[src/rtl/sha_1_ctrl.sv]
// Sequences a byte-oriented big-endian word stream into padded 512-bit SHA-1 blocks for one sha_1 core.
// The block buffer is also core_data; it is only rewritten in IDLE/FILL/PAD, so it holds through SEND/WAIT.
module sha_1_ctrl (
  input  logic         clk,
  input  logic         rst,
  input  logic         in_valid,
  output logic         in_ready,
  input  logic [31:0]  in_data,
  input  logic         in_last,
  input  logic [2:0]   in_nbytes,
  output logic [511:0] core_data,
  output logic [63:0]  core_index,
  output logic         core_enable,
  input  logic [159:0] core_hash,
  input  logic         core_ready,
  output logic [159:0] digest,
  output logic         digest_valid,
  output logic         busy
);
  typedef enum logic [2:0] {IDLE, FILL, PAD, SEND, WAIT, DONE} state_t;

  state_t            state_q;
  logic [15:0][31:0] buf_q;
  logic [4:0]        wp_q;
  logic [63:0]       blk_q;
  logic [63:0]       len_q;
  logic [63:0]       core_index_q;
  logic              mark_pend_q;
  logic              len_ok_q;
  logic              final_q;
  logic              ended_q;
  logic              core_enable_q;
  logic              digest_valid_q;
  logic              busy_q;
  logic [159:0]      digest_q;

  logic [2:0]  nb_d;
  logic [3:0]  widx_d;
  logic [31:0] tail_word_d;
  logic [31:0] pad_word_d;
  logic        hs_d;

  always_comb begin
    nb_d     = (in_nbytes > 3'd4) ? 3'd4 : in_nbytes;
    widx_d   = 4'd15 - wp_q[3:0];
    in_ready = ((state_q == IDLE) || (state_q == FILL)) && !wp_q[4];
    hs_d     = in_valid && in_ready;
    case (nb_d)
      3'd0:    tail_word_d = 32'h8000_0000;
      3'd1:    tail_word_d = {in_data[31:24], 24'h80_0000};
      3'd2:    tail_word_d = {in_data[31:16], 16'h8000};
      3'd3:    tail_word_d = {in_data[31:8], 8'h80};
      default: tail_word_d = in_data;
    endcase
    if (mark_pend_q)                           pad_word_d = 32'h8000_0000;
    else if ((wp_q < 5'd14) || !len_ok_q)      pad_word_d = 32'h0;
    else if (wp_q == 5'd14)                    pad_word_d = len_q[63:32];
    else                                       pad_word_d = len_q[31:0];
  end

  always_ff @(posedge clk) begin
    if (!rst) begin
      state_q        <= IDLE;
      buf_q          <= '0;
      wp_q           <= '0;
      blk_q          <= '0;
      len_q          <= '0;
      core_index_q   <= '0;
      mark_pend_q    <= 1'b0;
      len_ok_q       <= 1'b0;
      final_q        <= 1'b0;
      ended_q        <= 1'b0;
      core_enable_q  <= 1'b0;
      digest_valid_q <= 1'b0;
      busy_q         <= 1'b0;
      digest_q       <= '0;
    end else begin
      core_enable_q  <= 1'b0;
      digest_valid_q <= 1'b0;
      case (state_q)
        IDLE, FILL: begin
          if (hs_d) begin
            buf_q[widx_d] <= (in_last && (nb_d != 3'd4)) ? tail_word_d : in_data;
            wp_q          <= wp_q + 5'd1;
            busy_q        <= 1'b1;
            state_q       <= FILL;
            if (in_last) begin
              ended_q <= 1'b1;
              state_q <= PAD;
              if (nb_d == 3'd4) begin
                // Marker goes into the following word, possibly the next block.
                len_q       <= len_q + 64'd32;
                mark_pend_q <= 1'b1;
                len_ok_q    <= (wp_q <= 5'd12);
              end else begin
                len_q    <= len_q + {58'd0, nb_d, 3'd0};
                len_ok_q <= (wp_q <= 5'd13);
              end
            end else begin
              len_q <= len_q + 64'd32;
              if (wp_q == 5'd15) begin
                state_q       <= SEND;
                core_enable_q <= 1'b1;
                core_index_q  <= blk_q;
              end
            end
          end
        end
        PAD: begin
          if (wp_q[4]) begin
            state_q       <= SEND;
            core_enable_q <= 1'b1;
            core_index_q  <= blk_q;
          end else begin
            buf_q[widx_d] <= pad_word_d;
            wp_q          <= wp_q + 5'd1;
            if (mark_pend_q) begin
              mark_pend_q <= 1'b0;
              len_ok_q    <= (wp_q <= 5'd13);
            end else if (len_ok_q && (wp_q == 5'd15)) begin
              final_q <= 1'b1;
            end
            if (wp_q == 5'd15) begin
              state_q       <= SEND;
              core_enable_q <= 1'b1;
              core_index_q  <= blk_q;
            end
          end
        end
        SEND: state_q <= WAIT;
        WAIT: begin
          if (core_ready) begin
            blk_q <= blk_q + 64'd1;
            wp_q  <= '0;
            if (final_q) begin
              digest_q       <= core_hash;
              digest_valid_q <= 1'b1;
              busy_q         <= 1'b0;
              state_q        <= DONE;
            end else if (ended_q) begin
              // Overflow block: length did not fit after the marker.
              len_ok_q <= 1'b1;
              state_q  <= PAD;
            end else begin
              state_q <= FILL;
            end
          end
        end
        DONE: begin
          blk_q       <= '0;
          len_q       <= '0;
          wp_q        <= '0;
          mark_pend_q <= 1'b0;
          len_ok_q    <= 1'b0;
          final_q     <= 1'b0;
          ended_q     <= 1'b0;
          state_q     <= IDLE;
        end
        default: state_q <= IDLE;
      endcase
    end
  end

  assign core_data    = buf_q;
  assign core_index   = core_index_q;
  assign core_enable  = core_enable_q;
  assign digest       = digest_q;
  assign digest_valid = digest_valid_q;
  assign busy         = busy_q;
endmodule

[config.mk]
export PLATFORM = sky130hd
export DESIGN_NAME = sha_1_ctrl
export DESIGN_NICKNAME = d
export VERILOG_FILES = /design/src/rtl/sha_1_ctrl.sv
export SDC_FILE = /design/constraint.sdc
export NUM_CORES = 2
export LEC_CHECK = 0
export BUFFER_PORTS_ARGS = -buffer_cell sky130_fd_sc_hd__buf_2
export CAP_MARGIN = 20
export CELL_PAD_IN_SITES_DETAIL_PLACEMENT = 0
export CELL_PAD_IN_SITES_GLOBAL_PLACEMENT = 1
export CORE_AREA = 5 5 365 367
export DETAILED_ROUTE_END_ITERATION = 8
export DIE_AREA = 0 0 370 372
export PLACE_DENSITY = 0.58
export SLEW_MARGIN = 40
export SYNTH_ARGS = -nofsm -noshare
export SYNTH_HDL_FRONTEND = slang
export SYNTH_SLANG_ARGS = --single-unit
[constraint.sdc]
create_clock -name clk -period 6.4 [get_ports clk]
set_input_delay 0.64 -clock clk [delete_from_list [all_inputs] [get_ports clk]]
set_output_delay 0.64 -clock clk [all_outputs]
set_load 0.02 [all_outputs]
# Word-level counts from Yosys, hierarchy flattened
# Cells that the tools add are included.
[totals]
register_bits = 879
inputBits = 200
out_inout_bits = 740
wordCells = 167
[op_classes]
n_addsub = 5
magnitude_cmp = 6
n_eq_ne = 25
mux = 68
n_reduce_logical = 33
[ops]
columns = ["cell", "n"]
rows = [
  ["$bwmux 512", 2],
  ["$mux 512", 2],
  ["$pmux 512 s2", 1],
  ["$mux 64", 8],
  ["$pmux 64 s2", 3],
  ["$mux 32", 5],
  ["$demux 32 s4", 1],
  ["$pmux 32 s4", 1],
  ["$add 64x1->64 const B", 1],
  ["$add 64x6->64", 1],
  ["$add 64x6->64 const B", 1],
  ["$mux 1", 25],
  ["$ne 2x2->1 const B", 12],
  ["$reduce_and 3->1", 7],
  ["$pmux 5 s4", 1],
  ["$mux 3", 6],
  ["$mux 5", 3],
  ["$eq 3x2->1 const B", 4],
  ["$pmux 3 s4", 1],
  ["$reduce_and 4->1", 3],
  ["$eq 5x4->1 const B", 2],
  ["$le 5x4->1 const B", 2],
  ["$reduce_bool 2->1", 5],
  ["$eq 3x3->1 const B", 3],
  ["other kinds (22)", 37],
]

# Longest topological paths before layout
[logic_depth]
ltp_word = 8
mapped_depth = 10
mapped_depth_nobuf = 9

# Least setup slack after synthesis
# No wires, ideal clock.
[synth_timing]
path_type = "input to register"
start = "input port in_nbytes[0]"
end = "register len_q[41]"
arrival_ns = 2.622
required_time_ns = 6.272
path_slack_ns = 3.651
path_stages = 10
n_path_buf = 1
cell_sequence = "nor2b_1 > ha_1 > fa_1 > a21oi_1 > a2bb2oi_1 > nor3_1 > clkbuf_1 > nand4_1 > xor2_1 > nor2_1"
[synth_via]
elab_chain_len = 7
[synth_lines]
columns = ["item", "line", "text"]
rows = [
  ["start, declared", "10", "input logic [2:0] in_nbytes,"],
  ["$gt 3x3->1", "44", "nb_d = (in_nbytes > 3'd4) ? 3'd4 : in_nbytes;"],
  ["$mux 3 (*)", "44", ""],
  ["$add 64x6->64 or $eq 3x3->1 (tied branches)", "96, 90", ""],
  ["$mux 64 (*)", "90", "if (nb_d == 3'd4) begin"],
  ["$mux 64 (*)", "87", "if (in_last) begin"],
  ["$mux 64 (*)", "82", "if (hs_d) begin"],
  ["$pmux 64 s2 (*)", "80", "case (state_q)"],
  ["end signal, assigned", "92", "len_q <= len_q + 64'd32;"],
  ["end signal, assigned", "96", "len_q <= len_q + {58'd0, nb_d, 3'd0};"],
  ["end signal, assigned", "100", "len_q <= len_q + 64'd32;"],
  ["end, declared", "26", "logic [63:0] len_q;"],
]
# Every way passes the cells marked *; elsewhere a longest branch is shown, timed or not. The select of a mux whose other input is x is not followed.
# A chain may end at the register's enable or synchronous reset.

# Worst setup path in the final report
[layout_timing]
start = "register state_q[1]"
end = "register buf_q, in the netlist core_data[328]"
[layout_via]
elab_chain_len = 6
[layout_lines]
columns = ["item", "line", "text"]
rows = [
  ["start, declared", "22", "state_t state_q;"],
  ["start signal, assigned", "63", "state_q <= IDLE;"],
  ["start signal, assigned", "86", "state_q <= FILL;"],
  ["start signal, assigned", "89", "state_q <= PAD;"],
  ["$eq 3x1->1 or $logic_not 3->1 (tied branches)", "46, 80", ""],
  ["$logic_or 1x1->1", "46", "in_ready = ((state_q == IDLE) || (state_q == FILL)) && !wp_q[4];"],
  ["$logic_and 1x1->1", "46", ""],
  ["$logic_and 1x1->1", "47", "hs_d = in_valid && in_ready;"],
  ["$ne 2x2->1 (no line)", "--", ""],
  ["$reduce_and 3->1 (no line)", "--", ""],
  ["end signal, assigned by index", "83", "buf_q[widx_d] <= (in_last && (nb_d != 3'd4)) ? tail_word_d : in_data;"],
  ["end signal, assigned by index", "115", "buf_q[widx_d] <= pad_word_d;"],
  ["end, declared", "23", "logic [15:0][31:0] buf_q;"],
]
# Several ways; a longest one is shown, not always the timed one.

==> run metrics <==
WL/cell 24.22 um; Crit. Startpoint state_q[1]$_SDFFE_PN0P_; IO Port Bufs 939; routed wire length 152900 um; Post-synth EDFFs 0; status completed; fraction of layout cells with a size suffix above 1 0.2897; arrival time at the worst endpoint 3.88 ns; Worst Hold Class primary input to register; H-tree levels 3; Inserted Clock Buffers 100; Setup Buffers After CTS 0; top cell type by total area after synthesis dfxtp_1; NumNets Final 4694; cells after synthesis 3674; Global Route Usage Sum 0.2110; fin. max-slew vios 0; PostCTS Resize Cnt 0; Tmin final 3.308 ns; DRT antenna net count 0; FF-to-FF Start state_q[1]$_SDFFE_PN0P_; worst setup path class register to register; Placed Cells 6120; post-synth top area share 0.5341; average cell area after synthesis 8.938 sq um; first-pass GRT wire length 212500 um; slew margin rel. 0.3842; reg2reg end core_data[328]$_SDFFE_PN0P_; end point of the critical path core_data[328]$_SDFFE_PN0P_; initial DRC count 1933; RePlAce Congestion 0.8391; Post-synth top cells 876 x dfxtp_1, 623 x nor2_1, 531 x nand2_1; Synth Register Bits 876; critical path required time 6.97 ns; vias per cell 4.684; clk sinks 876; core area 0.1292 sq mm; pin count of the biggest net entering global routing 164; worst-margin pin slew 0.9237 ns; register area share after synthesis 0.5341; ys flop type dfxtp_1; Setup TNS 0 ns; Post-Layout Cell Count 6312; Vias 29570; worst-skew pair later-pin latency 0.71 ns; clock-pin slew on the worst setup and hold paths 0.06 ns; Synth Cell Area 0.03284 sq mm; die span in x 370 um; final setup fails 0; Power Total 13.81 mW; Worst Path Max Fanout 38; post-synthesis net count 3886; Final Hold Fails 0; initial antenna violation count 29; DRC 0; Starting Density 0.2542; Root Driver clkbuf_16; gr ovfl total 0; HPWL after detailed placement 109800 um; Final period util 0.5169; max cap viols 0; VDD IR-drop max 0.0002041 V; clock skew 0.04097 ns; synth warn 0; Die H 372 um; CTS tree built; worst hold start core_hash[12]; vias in the first global route 28360; P&R area growth vs syn 30.06%; Area contributors post-synth dfxtp_1 53%, a211oi_1 9.2%, nor2_1 7.1%; ys async rst share 0; clk buf depth 3; Max Clk Rate 302.3 MHz; RSZ-0062 raised after global routing false; Rows 132; pwr/cell area 323.4 mW/mm^2; worst r2r path cells 7; Lkg Pwr 17.14 nW; r2r setup slk 3.09 ns; Cell variety after synth 78; Critical Path Sink Type register; CTS Hold Bufs 0; IO Pins 940; crit start category register; TritonRoute pass-1 iters 5; Total Die Area 0.1376 sq mm; most common cell in the netlist dfxtp_1
==> cells by family after synthesis <==
| logic type | Yosys count | synth area share |
|---|---|---|
| compound gates | 908 | 0.1925 |
| xor+xnor | 95 | 0.02534 |
| mux | 45 | 0.01471 |
| buf+inv | 320 | 0.04230 |
| simple gates | 1418 | 0.1863 |
| fa+ha+maj | 12 | 0.004801 |
| flops | 876 | 0.5341 |
==> area by class of cell <==
cell class	count	area, sq um
timing repair buffer	1008	5408
clock inverter	31	402.9
sequential	876	17540
antenna	7	17.52
fill	13770	86450
tap	1742	2180
clock buffer	152	2918
multi-input combinational	2478	14170
inverter	18	80.08
==> flip-flops by register name, summed over array words and instances, names as in the netlist, 3 cells and up <==
signal and cells:
len_q 61, digest 160, wp_q 5, core_index 64
core_data 512, blk_q 64, state_q 3
==> placed cells by master (no fill, tap or decap), types with 22 or more instances in the layout <==
cell / n
dfxtp_1: 876
mux2_2: 26
a211oi_2: 50
a211oi_1: 401
a21oi_1: 303
nor2_1: 611
clkbuf_8: 22
xor2_1: 67
buf_4: 47
nand2_1: 529
xnor2_1: 28
clkbuf_1: 30
nor3_1: 23
nand4_1: 47
o21ai_0: 76
buf_2: 939
clkbuf_16: 100
nand3_1: 63
==> critical path: stages, from the launching register on <==
cell and delay (ns):
dfxtp_1 0.61, nor2b_1 0.28, o21a_1 0.39, nand2_1 0.33
nor2_4 0.67, buf_4 0.53, nor2_1 0.07, a211oi_1 0.25
==> how the worst min path moves through the flow <==
stage	cells after the start	end
6_report	3	digest[12]$_SDFFE_PN0P_
4_1_cts	3	digest[12]$_SDFFE_PN0P_
3_5_place_dp	2	core_index[26]$_SDFFE_PN0P_
2_1_floorplan	2	ended_q$_SDFFE_PN0P_
5_1_grt	3	digest[11]$_SDFFE_PN0P_
3_3_place_gp	2	digest[11]$_SDFFE_PN0P_
==> routing by layer <==
layer	part of all wire	vias to the layer above	wire, um	track usage
li1	-	14430	-	-
met1	0.40	14080	61670	0.2498
met2	0.50	853	76060	0.3750
met3	0.069	189	10620	0.05683
met4	0.029	12	4446	0.05948
met5	0.00041	-	63	0
==> metrics by stage <==
step / setup WS [ns] / hold WS, ns / util / instance area [sq um]
3_5_place_dp: 3.024 / 0.4402 / 0.3044 / 39310
5_1_grt: 2.852 / 0.1122 / 0.3305 / 42690
2_1_floorplan: 3.651 / 0.4378 / - / 32840
3_3_place_gp: 2.997 / 0.4383 / 0.3026 / 39080
6_report: 3.092 / 0.1610 / 0.3307 / 42710
4_1_cts: 3.091 / 0.08819 / 0.3301 / 42630
==> where the power goes <==
part           internal (mW)  switching, mW  total, mW  leakage, nW
combinational          0.584           1.61       2.19         8.48
clock                   3.33           2.47       5.80         1.60
sequential              5.67          0.151       5.82         7.06
No activity file was read; power rests on OpenSTA's default activity.
